===== src/rtl/seq_pattern_tx.sv =====
// rtl/seq_pattern_tx.sv - serial pattern transmitter, MSB-first, once/N-times/continuous
module seq_pattern_tx #(
    parameter int   MAX_LEN    = 16,
    parameter int   LEN_W      = 5,
    parameter int   GAP_CYCLES = 0,
    parameter logic IDLE_LEVEL = 1'b0
) (
    input  logic               clk,
    input  logic               reset,
    input  logic               load,
    input  logic [MAX_LEN-1:0] pattern_in,
    input  logic [LEN_W-1:0]   len_in,
    input  logic [7:0]         repeat_in,
    input  logic               start,
    input  logic               stop,
    output logic               x_out,
    output logic               valid,
    output logic               frame_start,
    output logic               busy,
    output logic               done,
    output logic               err
);

    typedef enum logic [1:0] {
        S_IDLE = 2'd0,
        S_SEND = 2'd1,
        S_GAP  = 2'd2
    } state_t;

    state_t             state_q;
    logic [MAX_LEN-1:0] pat_q,  pat_d;
    logic [LEN_W-1:0]   len_q,  len_d;
    logic [7:0]         rep_q,  rep_d;
    logic [LEN_W-1:0]   idx_q;
    logic [7:0]         frames_q;
    logic [3:0]         gap_q;
    logic               x_q, valid_q, fs_q, busy_q, done_q, err_q;

    logic [LEN_W-1:0]   first_idx;
    logic [LEN_W-1:0]   restart_idx;
    logic [LEN_W-1:0]   next_idx;
    logic               len_ok;
    logic               more_frames;

    // Index is always below MAX_LEN when used; a compare loop keeps every index bit live.
    function automatic logic pick_bit(input logic [MAX_LEN-1:0] pat,
                                      input logic [LEN_W-1:0]   idx);
        logic b;
        b = 1'b0;
        for (int i = 0; i < MAX_LEN; i++) begin
            if (LEN_W'(i) == idx) begin
                b = pat[i];
            end
        end
        return b;
    endfunction

    // Load takes effect before start, so start sees the freshly captured values.
    always_comb begin
        pat_d = pat_q;
        len_d = len_q;
        rep_d = rep_q;
        if (state_q == S_IDLE && load) begin
            pat_d = pattern_in;
            len_d = len_in;
            rep_d = repeat_in;
        end
        first_idx   = len_d - LEN_W'(1);
        restart_idx = len_q - LEN_W'(1);
        next_idx    = idx_q - LEN_W'(1);
        len_ok      = (len_d != '0) && ({1'b0, len_d} <= (LEN_W + 1)'(MAX_LEN));
        more_frames = (rep_q == 8'd0) || (frames_q > 8'd1);
    end

    // Transmit FSM with all outputs registered.
    always_ff @(posedge clk or negedge reset) begin
        if (!reset) begin
            state_q  <= S_IDLE;
            pat_q    <= '0;
            len_q    <= '0;
            rep_q    <= '0;
            idx_q    <= '0;
            frames_q <= '0;
            gap_q    <= '0;
            x_q      <= IDLE_LEVEL;
            valid_q  <= 1'b0;
            fs_q     <= 1'b0;
            busy_q   <= 1'b0;
            done_q   <= 1'b0;
            err_q    <= 1'b0;
        end else begin
            fs_q   <= 1'b0;
            done_q <= 1'b0;
            err_q  <= 1'b0;
            pat_q  <= pat_d;
            len_q  <= len_d;
            rep_q  <= rep_d;
            case (state_q)
                S_IDLE: begin
                    if (start) begin
                        if (len_ok) begin
                            state_q  <= S_SEND;
                            idx_q    <= first_idx;
                            frames_q <= rep_d;
                            x_q      <= pick_bit(pat_d, first_idx);
                            valid_q  <= 1'b1;
                            fs_q     <= 1'b1;
                            busy_q   <= 1'b1;
                        end else begin
                            err_q <= 1'b1;
                        end
                    end
                end
                S_SEND: begin
                    if (stop) begin
                        state_q <= S_IDLE;
                        x_q     <= IDLE_LEVEL;
                        valid_q <= 1'b0;
                        busy_q  <= 1'b0;
                        done_q  <= 1'b1;
                    end else if (idx_q != '0) begin
                        idx_q <= next_idx;
                        x_q   <= pick_bit(pat_q, next_idx);
                    end else if (more_frames) begin
                        if (rep_q != 8'd0) begin
                            frames_q <= frames_q - 8'd1;
                        end
                        if (GAP_CYCLES > 0) begin
                            state_q <= S_GAP;
                            gap_q   <= 4'(GAP_CYCLES - 1);
                            x_q     <= IDLE_LEVEL;
                            valid_q <= 1'b0;
                        end else begin
                            idx_q <= restart_idx;
                            x_q   <= pick_bit(pat_q, restart_idx);
                            fs_q  <= 1'b1;
                        end
                    end else begin
                        state_q <= S_IDLE;
                        x_q     <= IDLE_LEVEL;
                        valid_q <= 1'b0;
                        busy_q  <= 1'b0;
                        done_q  <= 1'b1;
                    end
                end
                S_GAP: begin
                    if (stop) begin
                        state_q <= S_IDLE;
                        x_q     <= IDLE_LEVEL;
                        valid_q <= 1'b0;
                        busy_q  <= 1'b0;
                        done_q  <= 1'b1;
                    end else if (gap_q == 4'd0) begin
                        state_q <= S_SEND;
                        idx_q   <= restart_idx;
                        x_q     <= pick_bit(pat_q, restart_idx);
                        valid_q <= 1'b1;
                        fs_q    <= 1'b1;
                    end else begin
                        gap_q <= gap_q - 4'd1;
                    end
                end
                default: begin
                    state_q <= S_IDLE;
                end
            endcase
        end
    end

    assign x_out       = x_q;
    assign valid       = valid_q;
    assign frame_start = fs_q;
    assign busy        = busy_q;
    assign done        = done_q;
    assign err         = err_q;

endmodule


===== config.mk =====
export PLATFORM = sky130hd
export DESIGN_NAME = seq_pattern_tx
export DESIGN_NICKNAME = d
export VERILOG_FILES = /design/src/rtl/seq_pattern_tx.sv
export SDC_FILE = /design/constraint.sdc
export NUM_CORES = 1
export LEC_CHECK = 0
export CORE_MARGIN = 2
export CORE_UTILIZATION = 45
export CTS_CLUSTER_DIAMETER = 60
export DETAILED_ROUTE_END_ITERATION = 8
export PLACE_DENSITY_LB_ADDON = 0.2
export SLEW_MARGIN = 20
export SYNTH_ARGS = -nofsm -noshare
export SYNTH_HDL_FRONTEND = slang
export SYNTH_SLANG_ARGS = --single-unit

===== constraint.sdc =====
create_clock -name clk -period 8.97 [get_ports clk]
set_clock_uncertainty 0.05 [all_clocks]
set_input_delay 1.794 -clock clk [delete_from_list [all_inputs] [get_ports clk]]
set_output_delay 1.794 -clock clk [all_outputs]
set_load 0.01 [all_outputs]

## After elaboration in Yosys (flattened, before gate mapping)

Cells that the tools add are included.

| storage, ports and cells | value |
|---|---|
| register bits | 54 |
| input bits | 34 |
| output and inout port bits | 6 |

| operators by class | value |
|---|---|
| $add $sub $neg | 5 |
| magnitude comparators | 2 |
| equality and inequality tests | 60 |
| muxes and demuxes | 108 |
| bitwise logic cells | 2 |
| reduce and logical (&&, ||, !) cells | 21 |

Operators with widths:

| kind | number |
|---|---|
| 4-bit by 5-bit == test with 1-bit output, first input constant | 24 |
| 1-bit 2-to-1 mux | 77 |
| 3-bit by 5-bit == test with 1-bit output, first input constant | 12 |
| 8-bit 2-to-1 mux | 7 |
| 5-bit 2-to-1 mux | 8 |
| 2-bit by 5-bit == test with 1-bit output, first input constant | 6 |
| 2-bit inequality test, second input constant | 9 |
| 16-bit 2-to-1 mux | 1 |
| 8-bit one-hot mux with 2 select lines | 1 |
| 1-bit by 5-bit == test with 1-bit output, first input constant | 3 |
| 5-bit zero test | 3 |
| 5-bit one-hot mux with 3 select lines | 1 |
| 5-bit by 1-bit subtractor with 5-bit output, second input constant | 3 |
| 2-bit 2-to-1 mux | 7 |
| 7-bit AND reduction | 2 |
| 3-bit inequality test, second input constant | 4 |
| 1-bit one-hot mux with 3 select lines | 4 |
| 6-bit AND reduction | 2 |
| 5-bit nonzero test | 2 |
| 8-bit by 1-bit > comparator with 1-bit output, second input constant | 1 |
| 8-bit zero test | 1 |
| 8-bit nonzero test | 1 |
| 8-bit by 1-bit subtractor with 8-bit output, second input constant | 1 |
| 2-bit one-hot mux with 3 select lines | 1 |
| 15 further kinds | 17 |

## Depth between registers and ports, before layout

Gate-level depths: netlist of the first run.

| logic depth | value |
|---|---|
| depth after elaboration | 24 |
| mapped depth | 16 |
| mapped depth without buffers | 11 |

## Least setup slack after synthesis of the first run

OpenSTA, ideal clock, no wires.

| timing | value |
|---|---|
| kind | input to register |
| from | in load |
| to | reg frames_q[3] |
| data arrival time | 4291 ps |
| slack | 4480 ps |
| stages on the path | 14 |
| buffers on the path | 6 |
| cells stage by stage | nand2b_1 -> buf_4 -> buf_4 -> buf_2 -> buf_2 -> mux2i_1 -> ha_1 -> clkbuf_1 -> and3_1 -> o211ai_1 -> and2_1 -> buf_2 -> nor4_1 -> a311oi_2 |

| on the way | value |
|---|---|
| cells in the longest elaborated chain, start to end | 6 |
| elaborated cells between the ends (all ways) | 11 |

Ends and longest elaborated chain:

| item | RTL line | RTL |
|---|---|---|
| start, declared | 10 | `input logic load,` |
| 1-bit logical AND * | 63 | `if (state_q == S_IDLE && load) begin` |
| 5-bit 2-to-1 mux | 63 |  |
| 5-bit less-or-equal comparator or 5-bit nonzero test (tied branches) | 71 | `len_ok = (len_d != '0) && ({1'b0, len_d} <= (LEN_W + 1)'(MAX_LEN));` |
| 1-bit logical AND | 71 |  |
| 2-bit inequality test (no source line) | - |  |
| 7-bit AND reduction (no source line) | - |  |
| end signal, assigned | 104 | `frames_q <= rep_d;` |
| end signal, assigned | 126 | `frames_q <= frames_q - 8'd1;` |
| end, declared | 35 | `logic [7:0] frames_q;` |

Mark *: on every way between the ends. The rest lies on a longest branch, timed or not. The select of a mux whose other input is x is not followed.
A chain may end at the register's enable or synchronous reset.

## Final worst setup path of the first run

| timing | value |
|---|---|
| from | in load |
| to | reg frames_q[3] |

| on the way | value |
|---|---|
| cells in the longest elaborated chain, start to end | 6 |
| elaborated cells between the ends (all ways) | 11 |

Ends and longest elaborated chain:

| item | RTL line | RTL |
|---|---|---|
| 1-bit logical AND * | 63 |  |
| 5-bit 2-to-1 mux * | 63 |  |
| net len_d[0] | 32 | `logic [LEN_W-1:0] len_q, len_d;` |
| 5-bit less-or-equal comparator or 5-bit nonzero test (tied branches) | 71 |  |
| 1-bit logical AND * | 71 |  |
| 2-bit inequality test (no source line) * | - |  |
| 7-bit AND reduction (no source line) * | - |  |

The timed path passes the listed nets; every way through them passes the cells marked *. The select of a mux whose other input is x is not followed.

==> impl_metrics.csv, run 1 <==
group,metric,value,unit
run_status,outcome,"completed",
worst_setup_path,reg2reg_from,"valid",
timing,fmax,204.3,MHz
routing,drc,0,
power_and_ir_drop,p_per_area,370.7,nW/µm²
routing,via_count,2418,
power_and_ir_drop,p_leak,1.481,nW
finish,drive_above_1_share,17.78,%
cts,cts_resized,0,
die,chipWidth,86.30,µm
routing,post_drt_wl_per_cell,16.67,µm
power_and_ir_drop,clkPwrFrac,10.1,%
finish,syn_to_final_growth,17.41,%
worst_setup_path,crit_required,9140,ps
cts,clkLatencyLatePin,310,ps
timing,setup_violations,0,
power_and_ir_drop,seqPwrFrac,30.8,%
global_route,grtUsageTotal,20.00,%
logic_synthesis,yosys-top-cells-count,"47 x dfrtp_1, 31 x mux2_2, 30 x nand2_1",
placement,gp_congestion,0.8487,
worst_setup_path,worst-setup-path-type,"input pin to flip-flop",
logic_synthesis,ys_seq_area_share,38.59,%
die,fp-row-count,29,
logic_synthesis,synth.most_common_cell,"dfrtp_1",
global_route,grt_pass1_wl,11640,µm
power_and_ir_drop,internal-power,732.5,µW
global_route,grt_max_degree,48,
placement,post-place-ws,3759,ps
logic_synthesis,ys_top_cells_by_area,"dfrtp_1 39%, mux2_2 11%, ha_1 7.0%",
worst_setup_path,critPathLaunchType,"input pin",
cts,cts_tree,"done",
routing,firstDrtPassIters,4,
routing,viasPerCell,5.757,
global_route,grt_pass1_vias,2375,
power_and_ir_drop,finalPower,1.326,mW
logic_synthesis,syn_area_per_cell,9.961,µm²
cts,cts_hold_buf,0,
finish,antenna_cells,0,
timing,finalCritPeriodShare,54.56,%
worst_setup_path,critPathCaptureType,"flip-flop",
logic_synthesis,synthCells,306,
logic_synthesis,yosysTopAreaCell,"dfrtp_1",
timing,grt_setup_unrepaired,"false",
cts,path_clk_slew,100,ps
cts,h-tree-depth,2,
power_and_ir_drop,swShare,44.77,%
cts,cts_buffer_depth,2,
logic_synthesis,synth_cell_type_count,54,
die,dieArea,7448,µm²
timing,finalHoldViolCount,0,
timing,maxSlewHeadroom,42.75,%
timing,finalCriticalPeriod,4894,ps
logic_synthesis,yosysTopAreaCellShare,38.59,%
logic_synthesis,yosys_warnings,0,
worst_hold_path,hold_class,"flip-flop to flip-flop",
power_and_ir_drop,p_comb_share,59.1,%
logic_synthesis,synth_ff_type,"dfrtp_1",
timing,finalWorstSetupSlack,4076,ps
global_route,antenna_found_initial,0,
cts,cts.sinks,47,
cts,cts_buffers,5,
timing,drv_slew,0,
worst_setup_path,r2r_cells,10,
worst_setup_path,ff2ff_setup_slack,5480,ps
routing,ant_nets,0,
logic_synthesis,syn_nets,357,
finish,final_nets,393,
worst_setup_path,crit_end,"frames_q[3]",
cts,postCtsSetupRepairBufs,0,
routing,totalWireLength,7001,µm
worst_setup_path,slowest_stage,"o211ai_1",
timing,tightestPinTransition,855.0,ps
routing,drt_iter0_drc,165,
timing,holdWs,485.8,ps
global_route,grt-ovfl-total,0,
job,maxCapViolations,0,
die,die_height,86.30,µm
worst_setup_path,cp_cell_sequence,"clkdlybuf4s50_1, nand2b_1, buf_4, mux2_2, inv_1, ha_1, a21oi_2, o211ai_1, and2_1, nor4_1, a311oi_2",
die,initial_core_util,47.19,%
timing,setup_tns,0,ps
power_and_ir_drop,ir_worst_vdd,0.1724,mV
placement,numPortBuffers,39,
worst_setup_path,cpPeakStageDelay,720,ps
logic_synthesis,synthArstFlopShare,100.0,%
placement,hpwl,5274,µm
worst_setup_path,critPathMaxFanout,33,
worst_setup_path,timing.rr.end,"frames_q[3]",
die,coreArea,6459,µm²
worst_setup_path,crit_arrival,5070,ps
logic_synthesis,ys_ff_latch,47,
logic_synthesis,synth_edf_count,0,
logic_synthesis,syn-cell-area,3048,µm²
die,ioPinCount,40,
worst_setup_path,cp-startpoint,"load",
power_and_ir_drop,net-switching-power,593.8,µW
cts,cts_root_buf,"clkbuf_8",
-- cell type report --
type | instances | area (µm²)
fillers | 607 | 2880
flip-flops and latches | 47 | 1176
inverters | 12 | 45.04
clock inverters | 3 | 25.02
clock buffers | 5 | 68.82
multi-input cells | 235 | 1764
well taps | 77 | 96.34
repair buffers | 41 | 402.9
-- per-stage QoR --
step / cell area (µm²) / std cells / util (%)
2_1_floorplan: 3048 / 306 / -
3_3_place_gp: 3482 / 412 / 53.91
3_5_place_dp: 3482 / 412 / 53.91
4_1_cts: 3576 / 420 / 55.37
5_1_grt: 3578 / 420 / 55.40
6_report: 3578 / 420 / 55.40
-- state kept, by name, indices dropped and copies added, names as in the netlist, 5 cells and up --
name and count:
pat_q 16, idx_q 5, frames_q 8, rep_q 8
len_q 5
-- kinds of logic after synthesis --
family          count (synthesis)  share of synthesized area [%]
buf+inv                        24                          3.530
flops                          47                          38.59
simple gates                   97                          16.75
fa+ha+maj                      17                          6.979
compound gates                 67                          14.82
xor+xnor                       10                          3.490
mux                            44                          15.85
-- worst min-delay path by stage --
stage          cells past startpoint  endpoint  slack (ps)      from
2_1_floorplan                      1  rep_q[1]         440  rep_q[1]
3_3_place_gp                       1  rep_q[6]         460  rep_q[6]
3_5_place_dp                       1  rep_q[0]         460  rep_q[0]
4_1_cts                            1  rep_q[0]         480  rep_q[0]
5_1_grt                            1  rep_q[0]         510  rep_q[0]
6_report                           1  rep_q[0]         490  rep_q[0]
-- worst max-delay path: cells and delay by family --
family / cells / cell delay [ps]
compound gates: 3 / 1040
fa+ha+maj: 1 / 350
buf+inv: 3 / 910
mux: 1 / 430
simple gates: 3 / 520
-- layer usage --
layer / track usage, % / share of wire [%]
met1: 30.40 / 49
met2: 29.95 / 45
met3: 3.429 / 5.0
met4: 4.545 / 0.57
met5: 0 / 0
-- power by group through the flow --
stage          sequential (mW)  clock (mW)  combinational (mW)
4_1_cts                  0.407       0.138               0.782
6_report                 0.408       0.134               0.784
3_3_place_gp             0.408           0               0.772
3_5_place_dp             0.411           0               0.776
5_1_grt                  0.424       0.147               0.871
2_1_floorplan            0.385           0               0.601
-- cell usage in the layout, fill, tap and decap left out, drive strengths merged, types with 2 or more instances in the layout --
cell type / count
mux2i: 13
nand2: 31
a31oi: 4
and3: 2
a211oi: 3
inv: 12
clkdlybuf4s50: 38
nor3: 7
clkbuf: 5
or2: 6
xor2: 3
a21oi: 17
nand2b: 3
nor4: 3
or4: 4
mux2: 31
dfrtp: 47
a41oi: 2
nand3: 6
o21ai: 16
buf: 3
o211ai: 4
nor2b: 2
nor3b: 6
nand3b: 2
xnor2: 7
a22oi: 6
nor2: 16
clkinv: 2
ha: 17
o22ai: 6
nand4: 4
No activity file was read; power rests on OpenSTA's default activity.
==> run 2: changes to the inputs <==
Clock period 8.97 ns to 3.95 ns, I/O delays scaled along.
==> run 2 against run 1 <==
  * Setup slack worse by 3400 ps
  * Register-to-register slack worse by 4400 ps
  * Via count up 2.0%
  * Core utilization up 0.27 points
  * Sequential cell count unchanged
  * Die area unchanged
  * Global-route usage up 0.43 points
  * Sequential share of layout area down 0.16 points
  * Critical path type unchanged
  * Final cell count up 0.71%
==> impl_metrics.csv, run 2 (synthesis gave the netlist of run 1 again) <==
group,metric,value,unit
run_status,outcome,"completed",
placement,gp_congestion,0.8665,
finish,drive_above_1_share,18.50,%
worst_setup_path,reg2reg_from,"valid",
cts,postCtsSetupRepairBufs,0,
global_route,met2_usage,30.23,%
timing,grt_setup_unrepaired,"false",
timing,holdWs,440.0,ps
routing,firstDrtPassIters,4,
cts,cts_root_buf,"clkbuf_8",
placement,numPortBuffers,39,
finish,n_fill_cell,570,
finish,final_nets,396,
die,fp-row-count,29,
die,die_height,86.30,µm
timing,setup_tns,0,ps
die,coreArea,6459,µm²
placement,post-place-ws,343.0,ps
finish,syn_to_final_growth,17.98,%
timing,finalCritPeriodShare,83.12,%
timing,setup_violations,0,
finish,final_common_cell,"dfrtp_1",
routing,ant_nets,0,
timing,finalCriticalPeriod,3283,ps
global_route,grtUsageTotal,20.44,%
job,maxCapViolations,0,
cts,cts_tree,"done",
global_route,antenna_found_initial,0,
cts,cts.sinks,47,
cts,cts_hold_buf,0,
timing,tightestPinTransition,615.3,ps
worst_setup_path,critPathMaxFanout,7,
power_and_ir_drop,p_per_area,843.8,nW/µm²
die,dieArea,7448,µm²
global_route,met3_usage,3.238,%
worst_setup_path,crit_arrival,3460,ps
global_route,grt-ovfl-total,0,
finish,post-route-util,55.68,%
power_and_ir_drop,finalPower,3.034,mW
global_route,met1_usage,31.32,%
finish,antenna_cells,0,
routing,drt_iter0_drc,171,
worst_setup_path,critPathCaptureType,"flip-flop",
power_and_ir_drop,ir_worst_vdd,0.3560,mV
cts,clkLatencyLatePin,310,ps
timing,drv_slew,0,
worst_setup_path,crit_required,4120,ps
worst_setup_path,cp-startpoint,"load",
finish,largest_registers,"pat_q x16, frames_q x8, rep_q x8",
die,chipWidth,86.30,µm
cts,h-tree-depth,2,
cts,cts_buffer_depth,2,
cts,cts_buffers,5,
routing,viasPerCell,5.830,
timing,fmax,304.6,MHz
routing,post_drt_wl_per_cell,17.00,µm
finish,regMostFlops,"pat_q",
timing,finalWorstSetupSlack,666.6,ps
power_and_ir_drop,p_leak,1.491,nW
finish,largest_reg_flops,16,
worst_setup_path,critPathLaunchType,"input pin",
placement,hpwl,5527,µm
timing,finalHoldViolCount,0,
cts,cts_resized,0,
routing,totalWireLength,7189,µm
finish,final_cell_mix,"47 x dfrtp_1, 38 x clkdlybuf4s50_1, 31 x mux2_2",
global_route,grt_pass1_wl,11940,µm
die,initial_core_util,47.19,%
routing,drc,0,
cts,path_clk_slew,100,ps
die,ioPinCount,40,
timing,maxSlewHeadroom,58.98,%
global_route,busiest_layer,"met1",
global_route,grt_pass1_vias,2453,
worst_setup_path,worst-setup-path-type,"input pin to flip-flop",
global_route,grt_max_degree,48,
worst_hold_path,hold_class,"input pin to asynchronous set/reset pin",
routing,via_count,2466,
==> run 2: cell types whose count changed in the layout (fill, tap and decap cells not counted), sizes merged <==
cell	change
clkinv	-1
buf	+3
clkinvlp	+1
==> run 2: final timing paths <==
check / endpoint / slack (ps) / cells past startpoint
worst max-delay path: frames_q[3] / 670 / 10
worst min-delay path: pat_q[3] / 440 / 1
worst min register to register: rep_q[2] / 480 / 1
worst max register to register: frames_q[3] / 1070 / 9
min in group clk: rep_q[2] / 480 / 1
max in group asynchronous: frames_q[2] / 2990 / 1
==> run 2: where the power goes <==
| part | internal [mW] | switching [mW] |
|---|---|---|
| Sequential | 0.710 | 0.222 |
| Clock | 0.124 | 0.173 |
| Combinational | 0.847 | 0.959 |
| Total | 1.68 | 1.35 |
==> run 2: cell type report <==
type | count | area [µm²] | area share, %
multi-input cells | 235 | 1764 | 49.06
flip-flops and latches | 47 | 1176 | 32.71
repair buffers | 44 | 425.4 | 11.83
well taps | 77 | 96.34 | 2.679
clock buffers | 5 | 68.82 | 1.914
inverters | 12 | 45.04 | 1.253
clock inverters | 3 | 20.02 | 0.5567
==> run 2: metrics by stage <==
stage	area (µm²)	instances
after floorplan	3048	306
after global placement	3505	415
after detailed placement	3505	415
after CTS	3593	423
after global routing	3596	423
final	3596	423
==> run 2: routing by layer <==
| layer | share of wire (%) | vias up | wire length, µm |
|---|---|---|---|
| li1 | - | 1190 | - |
| met1 | 51 | 1213 | 3656 |
| met2 | 44 | 59 | 3183 |
| met3 | 4.0 | 4 | 287 |
| met4 | 0.86 | 0 | 62 |
| met5 | 0 | - | 0 |
==> run 2: critical path: stages <==
cell and delay [ps]:
clkdlybuf4s50_1 410, nand2b_1 150, mux2_2 400, inv_1 140, ha_1 340, a21oi_2 120, o211ai_1 470, and2_1 350
nor4_1 100, a311oi_2 200
